===== src/rtl/uart_pkg.sv =====
// Shared encodings for the UART receive path: parity modes, FSM states, defaults.
package uart_pkg;

    localparam int PAR_NONE = 0;
    localparam int PAR_ODD  = 1;
    localparam int PAR_EVEN = 2;

    localparam int OVERSAMPLE_DEF = 16;

    typedef enum logic [2:0] {
        ST_DISABLED = 3'd0,
        ST_IDLE     = 3'd1,
        ST_START    = 3'd2,
        ST_DATA     = 3'd3,
        ST_PARITY   = 3'd4,
        ST_STOP     = 3'd5,
        ST_BREAK    = 3'd6
    } state_t;

endpackage


===== src/rtl/uart_rx_param_if.sv =====
// Received-word stream: valid/ready handshake carrying data plus per-word error flags.
interface uart_rx_param_if #(
    parameter int DATA_BITS = 8
);
    logic                 out_valid;
    logic                 out_ready;
    logic [DATA_BITS-1:0] out_data;
    logic                 out_perr;
    logic                 out_ferr;

    modport master (
        output out_valid,
        output out_data,
        output out_perr,
        output out_ferr,
        input  out_ready
    );

    modport slave (
        input  out_valid,
        input  out_data,
        input  out_perr,
        input  out_ferr,
        output out_ready
    );
endinterface


===== src/rtl/uart_rx_fifo.sv =====
// First-word-fall-through FIFO holding received words until the consumer takes them.
module uart_rx_fifo #(
    parameter int WIDTH = 10,
    parameter int DEPTH = 4
) (
    input  logic             clk,
    input  logic             rst,
    input  logic             push,
    input  logic             pop,
    input  logic [WIDTH-1:0] din,
    output logic [WIDTH-1:0] dout,
    output logic             full,
    output logic             empty
);
    localparam int AW = $clog2(DEPTH);
    localparam logic [AW:0] FULL_CNT = (AW+1)'(DEPTH);

    logic [WIDTH-1:0] mem [DEPTH];
    logic [AW-1:0]    rd_ptr;
    logic [AW-1:0]    wr_ptr;
    logic [AW:0]      count;
    logic             do_pop;
    logic             do_push;

    // A pop frees a slot in the same cycle, so a push on a full FIFO is accepted alongside it.
    always_comb begin
        do_pop  = pop & ~empty;
        do_push = push & (~full | do_pop);
    end

    // Occupancy and pointers; reset flushes the FIFO.
    always_ff @(posedge clk) begin
        if (rst) begin
            rd_ptr <= '0;
            wr_ptr <= '0;
            count  <= '0;
        end else begin
            if (do_pop)
                rd_ptr <= rd_ptr + 1'b1;
            if (do_push)
                wr_ptr <= wr_ptr + 1'b1;
            case ({do_push, do_pop})
                2'b10:   count <= count + 1'b1;
                2'b01:   count <= count - 1'b1;
                default: count <= count;
            endcase
        end
    end

    // Storage array carries no reset; only occupancy decides what is visible.
    always_ff @(posedge clk) begin
        if (do_push)
            mem[wr_ptr] <= din;
    end

    // Head word is presented as zero while empty so outputs read as reset values.
    always_comb begin
        full  = (count == FULL_CNT);
        empty = (count == '0);
        dout  = empty ? '0 : mem[rd_ptr];
    end

endmodule


===== src/rtl/uart_rx_param.sv =====
// Oversampling UART receiver with runtime baud divisor, configurable frame format and output FIFO.
module uart_rx_param
    import uart_pkg::*;
#(
    parameter int DATA_BITS  = 8,
    parameter int PARITY     = PAR_NONE,
    parameter int STOP_BITS  = 1,
    parameter int OVERSAMPLE = OVERSAMPLE_DEF,
    parameter int DIV_W      = 16,
    parameter int FIFO_DEPTH = 4
) (
    input  logic             clk,
    input  logic             rst,
    input  logic             en,
    input  logic [DIV_W-1:0] baud_div,
    input  logic             uart_rxd,
    uart_rx_param_if.master  out_if,
    output logic             overrun
);
    localparam int SC_W = $clog2(OVERSAMPLE);
    localparam int BC_W = $clog2(DATA_BITS);
    localparam int WW   = DATA_BITS + 2;

    localparam logic [SC_W-1:0] SC_A    = SC_W'(OVERSAMPLE/2 - 1);
    localparam logic [SC_W-1:0] SC_B    = SC_W'(OVERSAMPLE/2);
    localparam logic [SC_W-1:0] SC_VOTE = SC_W'(OVERSAMPLE/2 + 1);
    localparam logic [SC_W-1:0] SC_LAST = SC_W'(OVERSAMPLE - 1);
    localparam logic [BC_W-1:0] BC_LAST = BC_W'(DATA_BITS - 1);

    logic                 kill;
    logic                 sync1;
    logic                 rxs;
    state_t               state;
    state_t               state_nx;
    logic                 active;
    logic [DIV_W-1:0]     div_q;
    logic [DIV_W-1:0]     tick_cnt;
    logic                 tick;
    logic [SC_W-1:0]      sc;
    logic                 smp_a;
    logic                 smp_b;
    logic                 vote;
    logic                 vote_stb;
    logic                 bit_end;
    logic [BC_W-1:0]      bit_cnt;
    logic                 stop_cnt;
    logic                 last_stop;
    logic [DATA_BITS-1:0] shreg;
    logic                 perr_q;
    logic                 ferr_q;
    logic                 push;
    logic [WW-1:0]        push_word;
    logic                 pop;
    logic                 fifo_full;
    logic                 fifo_empty;
    logic [WW-1:0]        head_word;

    assign kill = rst | ~en;

    // Two-flop synchronizer for the asynchronous line; idles high.
    always_ff @(posedge clk) begin
        if (kill) begin
            sync1 <= 1'b1;
            rxs   <= 1'b1;
        end else begin
            sync1 <= uart_rxd;
            rxs   <= sync1;
        end
    end

    // Oversample tick and vote strobes, valid only while a frame is being received.
    always_comb begin
        active    = (state == ST_START) || (state == ST_DATA) ||
                    (state == ST_PARITY) || (state == ST_STOP);
        tick      = active && (tick_cnt == '0);
        vote      = (smp_a & smp_b) | (smp_a & rxs) | (smp_b & rxs);
        vote_stb  = tick && (sc == SC_VOTE);
        bit_end   = tick && (sc == SC_LAST);
        last_stop = (STOP_BITS == 1) || stop_cnt;
    end

    // State register; disable or reset forces DISABLED.
    always_ff @(posedge clk) begin
        if (kill)
            state <= ST_DISABLED;
        else
            state <= state_nx;
    end

    // Next-state logic; the frame ends at the last stop-bit vote, not at its bit end.
    always_comb begin
        state_nx = state;
        case (state)
            ST_DISABLED: state_nx = ST_IDLE;
            ST_IDLE:     if (!rxs) state_nx = ST_START;
            ST_START: begin
                if (vote_stb && vote)
                    state_nx = ST_IDLE;
                else if (bit_end)
                    state_nx = ST_DATA;
            end
            ST_DATA: begin
                if (bit_end && (bit_cnt == BC_LAST))
                    state_nx = (PARITY != PAR_NONE) ? ST_PARITY : ST_STOP;
            end
            ST_PARITY:   if (bit_end) state_nx = ST_STOP;
            ST_STOP: begin
                if (vote_stb && last_stop)
                    state_nx = rxs ? ST_IDLE : ST_BREAK;
            end
            ST_BREAK:    if (rxs) state_nx = ST_IDLE;
            default:     state_nx = ST_DISABLED;
        endcase
    end

    // Output decode: push the assembled word at the final stop-bit vote.
    always_comb begin
        push      = (state == ST_STOP) && vote_stb && last_stop;
        push_word = {shreg, perr_q, ferr_q | ~vote};
    end

    // Bit timing and frame bookkeeping; the divisor is re-latched whenever no frame is in progress.
    always_ff @(posedge clk) begin
        if (kill) begin
            div_q    <= '0;
            tick_cnt <= '0;
            sc       <= '0;
            bit_cnt  <= '0;
            stop_cnt <= 1'b0;
            perr_q   <= 1'b0;
            ferr_q   <= 1'b0;
        end else if (!active) begin
            div_q    <= baud_div;
            tick_cnt <= baud_div;
            sc       <= '0;
            bit_cnt  <= '0;
            stop_cnt <= 1'b0;
            perr_q   <= 1'b0;
            ferr_q   <= 1'b0;
        end else if (tick) begin
            tick_cnt <= div_q;
            sc       <= (sc == SC_LAST) ? '0 : sc + 1'b1;
            if (vote_stb && (state == ST_PARITY))
                perr_q <= (((^shreg) ^ vote) != (PARITY == PAR_ODD));
            if (vote_stb && (state == ST_STOP) && !vote)
                ferr_q <= 1'b1;
            if (bit_end && (state == ST_DATA))
                bit_cnt <= bit_cnt + 1'b1;
            if (bit_end && (state == ST_STOP))
                stop_cnt <= 1'b1;
        end else begin
            tick_cnt <= tick_cnt - 1'b1;
        end
    end

    // Vote samples and LSB-first data shift register.
    always_ff @(posedge clk) begin
        if (tick && (sc == SC_A))
            smp_a <= rxs;
        if (tick && (sc == SC_B))
            smp_b <= rxs;
        if (vote_stb && (state == ST_DATA))
            shreg <= {vote, shreg[DATA_BITS-1:1]};
    end

    // Sticky overrun: a word arrived with no room and no simultaneous pop.
    always_ff @(posedge clk) begin
        if (kill)
            overrun <= 1'b0;
        else if (push && fifo_full && !pop)
            overrun <= 1'b1;
    end

    assign pop = ~fifo_empty & out_if.out_ready;

    uart_rx_fifo #(
        .WIDTH (WW),
        .DEPTH (FIFO_DEPTH)
    ) u_fifo (
        .clk   (clk),
        .rst   (kill),
        .push  (push),
        .pop   (pop),
        .din   (push_word),
        .dout  (head_word),
        .full  (fifo_full),
        .empty (fifo_empty)
    );

    assign out_if.out_valid = ~fifo_empty;
    assign out_if.out_data  = head_word[WW-1:2];
    assign out_if.out_perr  = head_word[1];
    assign out_if.out_ferr  = head_word[0];

endmodule

===== src/flat_wrapper.sv =====
// flat-port wrapper written by rule: the top's interface ports become plain ports
module uart_rx_param_flat import uart_pkg::*;
#(
    parameter int DATA_BITS  = 8,
    parameter int PARITY     = PAR_NONE,
    parameter int STOP_BITS  = 1,
    parameter int OVERSAMPLE = OVERSAMPLE_DEF,
    parameter int DIV_W      = 16,
    parameter int FIFO_DEPTH = 4
)
  (clk, rst, en, baud_div, uart_rxd, overrun, out_if_out_valid, out_if_out_data, out_if_out_perr, out_if_out_ferr, out_if_out_ready);
  uart_rx_param_if #(.DATA_BITS(DATA_BITS)) out_if_i ();
  input  logic clk;
  input  logic rst;
  input  logic en;
  input  logic [DIV_W-1:0] baud_div;
  input  logic uart_rxd;
  output logic overrun;
  output wire logic [$bits(out_if_i.out_valid)-1:0] out_if_out_valid;
  output wire logic [$bits(out_if_i.out_data)-1:0] out_if_out_data;
  output wire logic [$bits(out_if_i.out_perr)-1:0] out_if_out_perr;
  output wire logic [$bits(out_if_i.out_ferr)-1:0] out_if_out_ferr;
  input wire logic [$bits(out_if_i.out_ready)-1:0] out_if_out_ready;
  assign out_if_out_valid = out_if_i.out_valid;
  assign out_if_out_data = out_if_i.out_data;
  assign out_if_out_perr = out_if_i.out_perr;
  assign out_if_out_ferr = out_if_i.out_ferr;
  assign out_if_i.out_ready = out_if_out_ready;
  uart_rx_param #(.DATA_BITS(DATA_BITS), .PARITY(PARITY), .STOP_BITS(STOP_BITS), .OVERSAMPLE(OVERSAMPLE), .DIV_W(DIV_W), .FIFO_DEPTH(FIFO_DEPTH)) u_core (.clk(clk), .rst(rst), .en(en), .baud_div(baud_div), .uart_rxd(uart_rxd), .out_if(out_if_i), .overrun(overrun));
endmodule

===== config.mk =====
export PLATFORM = sky130hd
export DESIGN_NAME = uart_rx_param_flat
export DESIGN_NICKNAME = d
export VERILOG_FILES = /design/src/rtl/uart_pkg.sv /design/src/rtl/uart_rx_param_if.sv /design/src/rtl/uart_rx_fifo.sv /design/src/rtl/uart_rx_param.sv /design/src/flat_wrapper.sv
export SDC_FILE = /design/constraint.sdc
export NUM_CORES = 1
export LEC_CHECK = 0
export CORE_MARGIN = 2
export CORE_UTILIZATION = 60
export CTS_CLUSTER_DIAMETER = 40
export CTS_CLUSTER_SIZE = 12
export DETAILED_ROUTE_END_ITERATION = 12
export MAX_ROUTING_LAYER = met4
export PLACE_DENSITY = 0.89
export SYNTH_ARGS = -nofsm -noshare
export SYNTH_HDL_FRONTEND = slang
export SYNTH_SLANG_ARGS = --single-unit

===== constraint.sdc =====
create_clock -name clk -period 3.85 [get_ports clk]
set_clock_uncertainty 0.05 [all_clocks]
set_input_delay 0.385 -clock clk [delete_from_list [all_inputs] [get_ports clk]]
set_output_delay 0.385 -clock clk [all_outputs]
set_load 0.005 [all_outputs]

==> results.ini <==
[placed_design]
gp_congestion = 0.795
port_buffers = 32
dpl_cell_area_mm2 = 0.00517
dp_hpwl_um = 6150

[clocking]
numCtsBuffers = 9
cts.clk_slew.worst_paths_ps = 100
cts_setup_buffers = 0
cts_hold_buf = 0
cts_resized = 0
clk_latency_ps = 360
cts_tree = yes
clock_sinks = 106
cts_buffer_depth = 2
htree_levels = 3
root_buffer = clkbuf_8

[route]
drtAntennaViolNets = 0
highest-signal-layer = met4
wl_met2_um = 4410
routed_via_density = 5.67
drt-initial-drc-count = 162
drc = 0
vias = 3209
wl_per_cell_um = 15.1
wl_met1_um = 3680
wl_met3_um = 286
wl_um = 8540
first_pass_iters = 4

[synth]
synth.most_common_cell = nand2_1
synthCells = 434
synth_area_leaders = edfxtp_1 (31%), dfxtp_1 (23%), mux4_2 (4.7%), a21oi_1 (4.5%), nand2_1 (4.5%)
synthArstFlopShare_pct = 0
synth_top_cell_area_share_pct = 31.2
synth_edf_count = 50
synth_area_mm2 = 0.00481
synth_largest_area_cell = edfxtp_1
synth_common_cells = nand2_1 (57), dfxtp_1 (56), edfxtp_1 (50)
synth_cell_types = 59
syn_nets = 467
synth_warnings = 0
synthFlopType = dfxtp_1
synth.avg_cell_area_um2 = 11.1
synth-seq-cells = 106
ys_seq_area_share_pct = 54.6

[grt]
grt_pass1_wl_um = 14900
overflow = 0
antenna_found_initial = 0
track_usage_pct = 22.1
first_global_vias = 3281
grt_max_degree = 42

[die]
die_w_um = 93.5
coreArea_mm2 = 0.00773
initial_core_util_pct = 62.2
die_h_um = 93.5
io-pin-count = 33
rows = 32
dieArea_mm2 = 0.00874

[sta]
fin_tns_setup_ps = 0
fin_crit_ps = 2980
setup_viol = 0
max_freq_mhz = 335
maxSlewHeadroom_pct = 45.6
fin_crit_sh_pct = 77.5
worst_slew_pin_slew_ps = 814
finalMaxSlewViolations = 0
hold_violations = 0
rsz0062_at_grt = false

[worst_setup_path]
required_ps = 3800
cpMaxStageDelayCell = nor4_2
cp-end-kind = flip-flop
cp-start-kind = flip-flop
cp.arrival_ps = 2930
cp.buffers_inverters = 1
path_delay_family = simple AND/OR/NAND/NOR gates
crit_chain = inv_1 > ha_1 > nor3b_1 > nand3_1 > nor4_2 > and2_1
max_stage_delay_ps = 640
critPathKind = flip-flop to flip-flop
critPathMaxFanout = 10

[finish]
fin_util_pct = 69.1
diodes = 0
areaGrowthSynthToFinish_pct = 11.2
nNetsFinal = 492
fin_area_mm2 = 0.00534
drive_gt1_share_pct = 9.48

[power_and_ir_drop]
p_leak_nw = 1.88
p_per_area_mw_per_mm2 = 384
vdd_ir_drop_max_uv = 252

[outcome]
outcome = finished, final reports clean

[hold_path]
hold_path.class = flip-flop to flip-flop

[flow_run]
drv_cap = 0

-- stage by stage --
step | hold WS (ps) | instances | power (mW) | worst slack (ps)
after floorplan | 336 | 434 | 1.41 | 1380
after global placement | 349 | 550 | 1.46 | 1100
after detailed placement | 364 | 550 | 1.46 | 895
after CTS | 387 | 566 | 2.06 | 858
after global routing | 401 | 566 | 2.15 | 542
final | 376 | 566 | 2.05 | 867
-- registers in the layout, summed over array words and instances (netlist names), 2 cells and up, named ones only --
signal / cells
u_core.bit_cnt: 3
u_core.div_q: 16
u_core.sc: 4
u_core.shreg: 8
u_core.state: 3
u_core.tick_cnt: 16
u_core.u_fifo.count: 3
u_core.u_fifo.mem: 40
u_core.u_fifo.rd_ptr: 2
u_core.u_fifo.wr_ptr: 2
-- routing by layer --
metal,track usage (%),vias to the layer above
met5,-,-
met4,9.19,0
met3,3.46,11
met2,37.6,64
met1,26.4,1520
li1,-,1614
-- worst paths after layout --
| kind | slack (ps) | startpoint | cells after the start | to |
|---|---|---|---|---|
| setup / recovery | 870 | u_core.tick_cnt[0] | 6 | u_core.u_fifo.mem[1][0] |
| setup reg to reg | 870 | u_core.tick_cnt[0] | 6 | u_core.u_fifo.mem[1][0] |
| hold / removal | 380 | u_core.sync1 | 1 | u_core.rxs |
| hold reg to reg | 380 | u_core.sync1 | 1 | u_core.rxs |
-- cell usage in the layout, fill, tap and decap left out, drive strengths merged, types with 6 or more instances in the layout --
| master | synthesis | routed |
|---|---|---|
| clkbuf | 16 | 9 |
| nand4 | 6 | 6 |
| xnor2 | 14 | 14 |
| inv | 11 | 14 |
| xor2 | 12 | 12 |
| mux4 | 10 | 10 |
| dfxtp | 56 | 56 |
| and2 | 15 | 15 |
| a21oi | 43 | 43 |
| edfxtp | 50 | 50 |
| nand2b | 6 | 6 |
| o211ai | 12 | 12 |
| nand3 | 8 | 8 |
| nor3 | 8 | 8 |
| ha | 11 | 11 |
| nor4 | 6 | 6 |
| clkdlybuf4s50 | 1 | 32 |
| nand2 | 57 | 57 |
| nor2 | 28 | 28 |
-- logic make-up (layout without fill, tap and decap cells) --
group	Yosys count	count (layout)	synth area share (%)
simple gates	159	159	17.5
compound gates	82	82	10.8
buf+inv	34	64	3.38
flops	106	106	54.6
xor+xnor	26	26	4.74
mux	15	15	5.75
fa+ha+maj	12	12	3.28
-- power by group --
part / total [mW] / leakage, nW / internal, mW / switching [mW]
combinational: 0.228 / 0.878 / 0.0960 / 0.132
clock: 0.614 / 0.0825 / 0.238 / 0.376
sequential: 1.21 / 0.918 / 1.19 / 0.0231
total: 2.05 / 1.88 / 1.52 / 0.531
-- cell type report --
| type | instances | area, um^2 |
|---|---|---|
| clock buffer | 9 | 124 |
| clock inverter | 7 | 48.8 |
| fill | 546 | 2380 |
| inverter | 11 | 41.3 |
| multi-input combinational | 294 | 2020 |
| sequential | 106 | 2620 |
| tap | 102 | 128 |
| timing repair buffer | 37 | 358 |
Power figures use the tool's default switching activity.
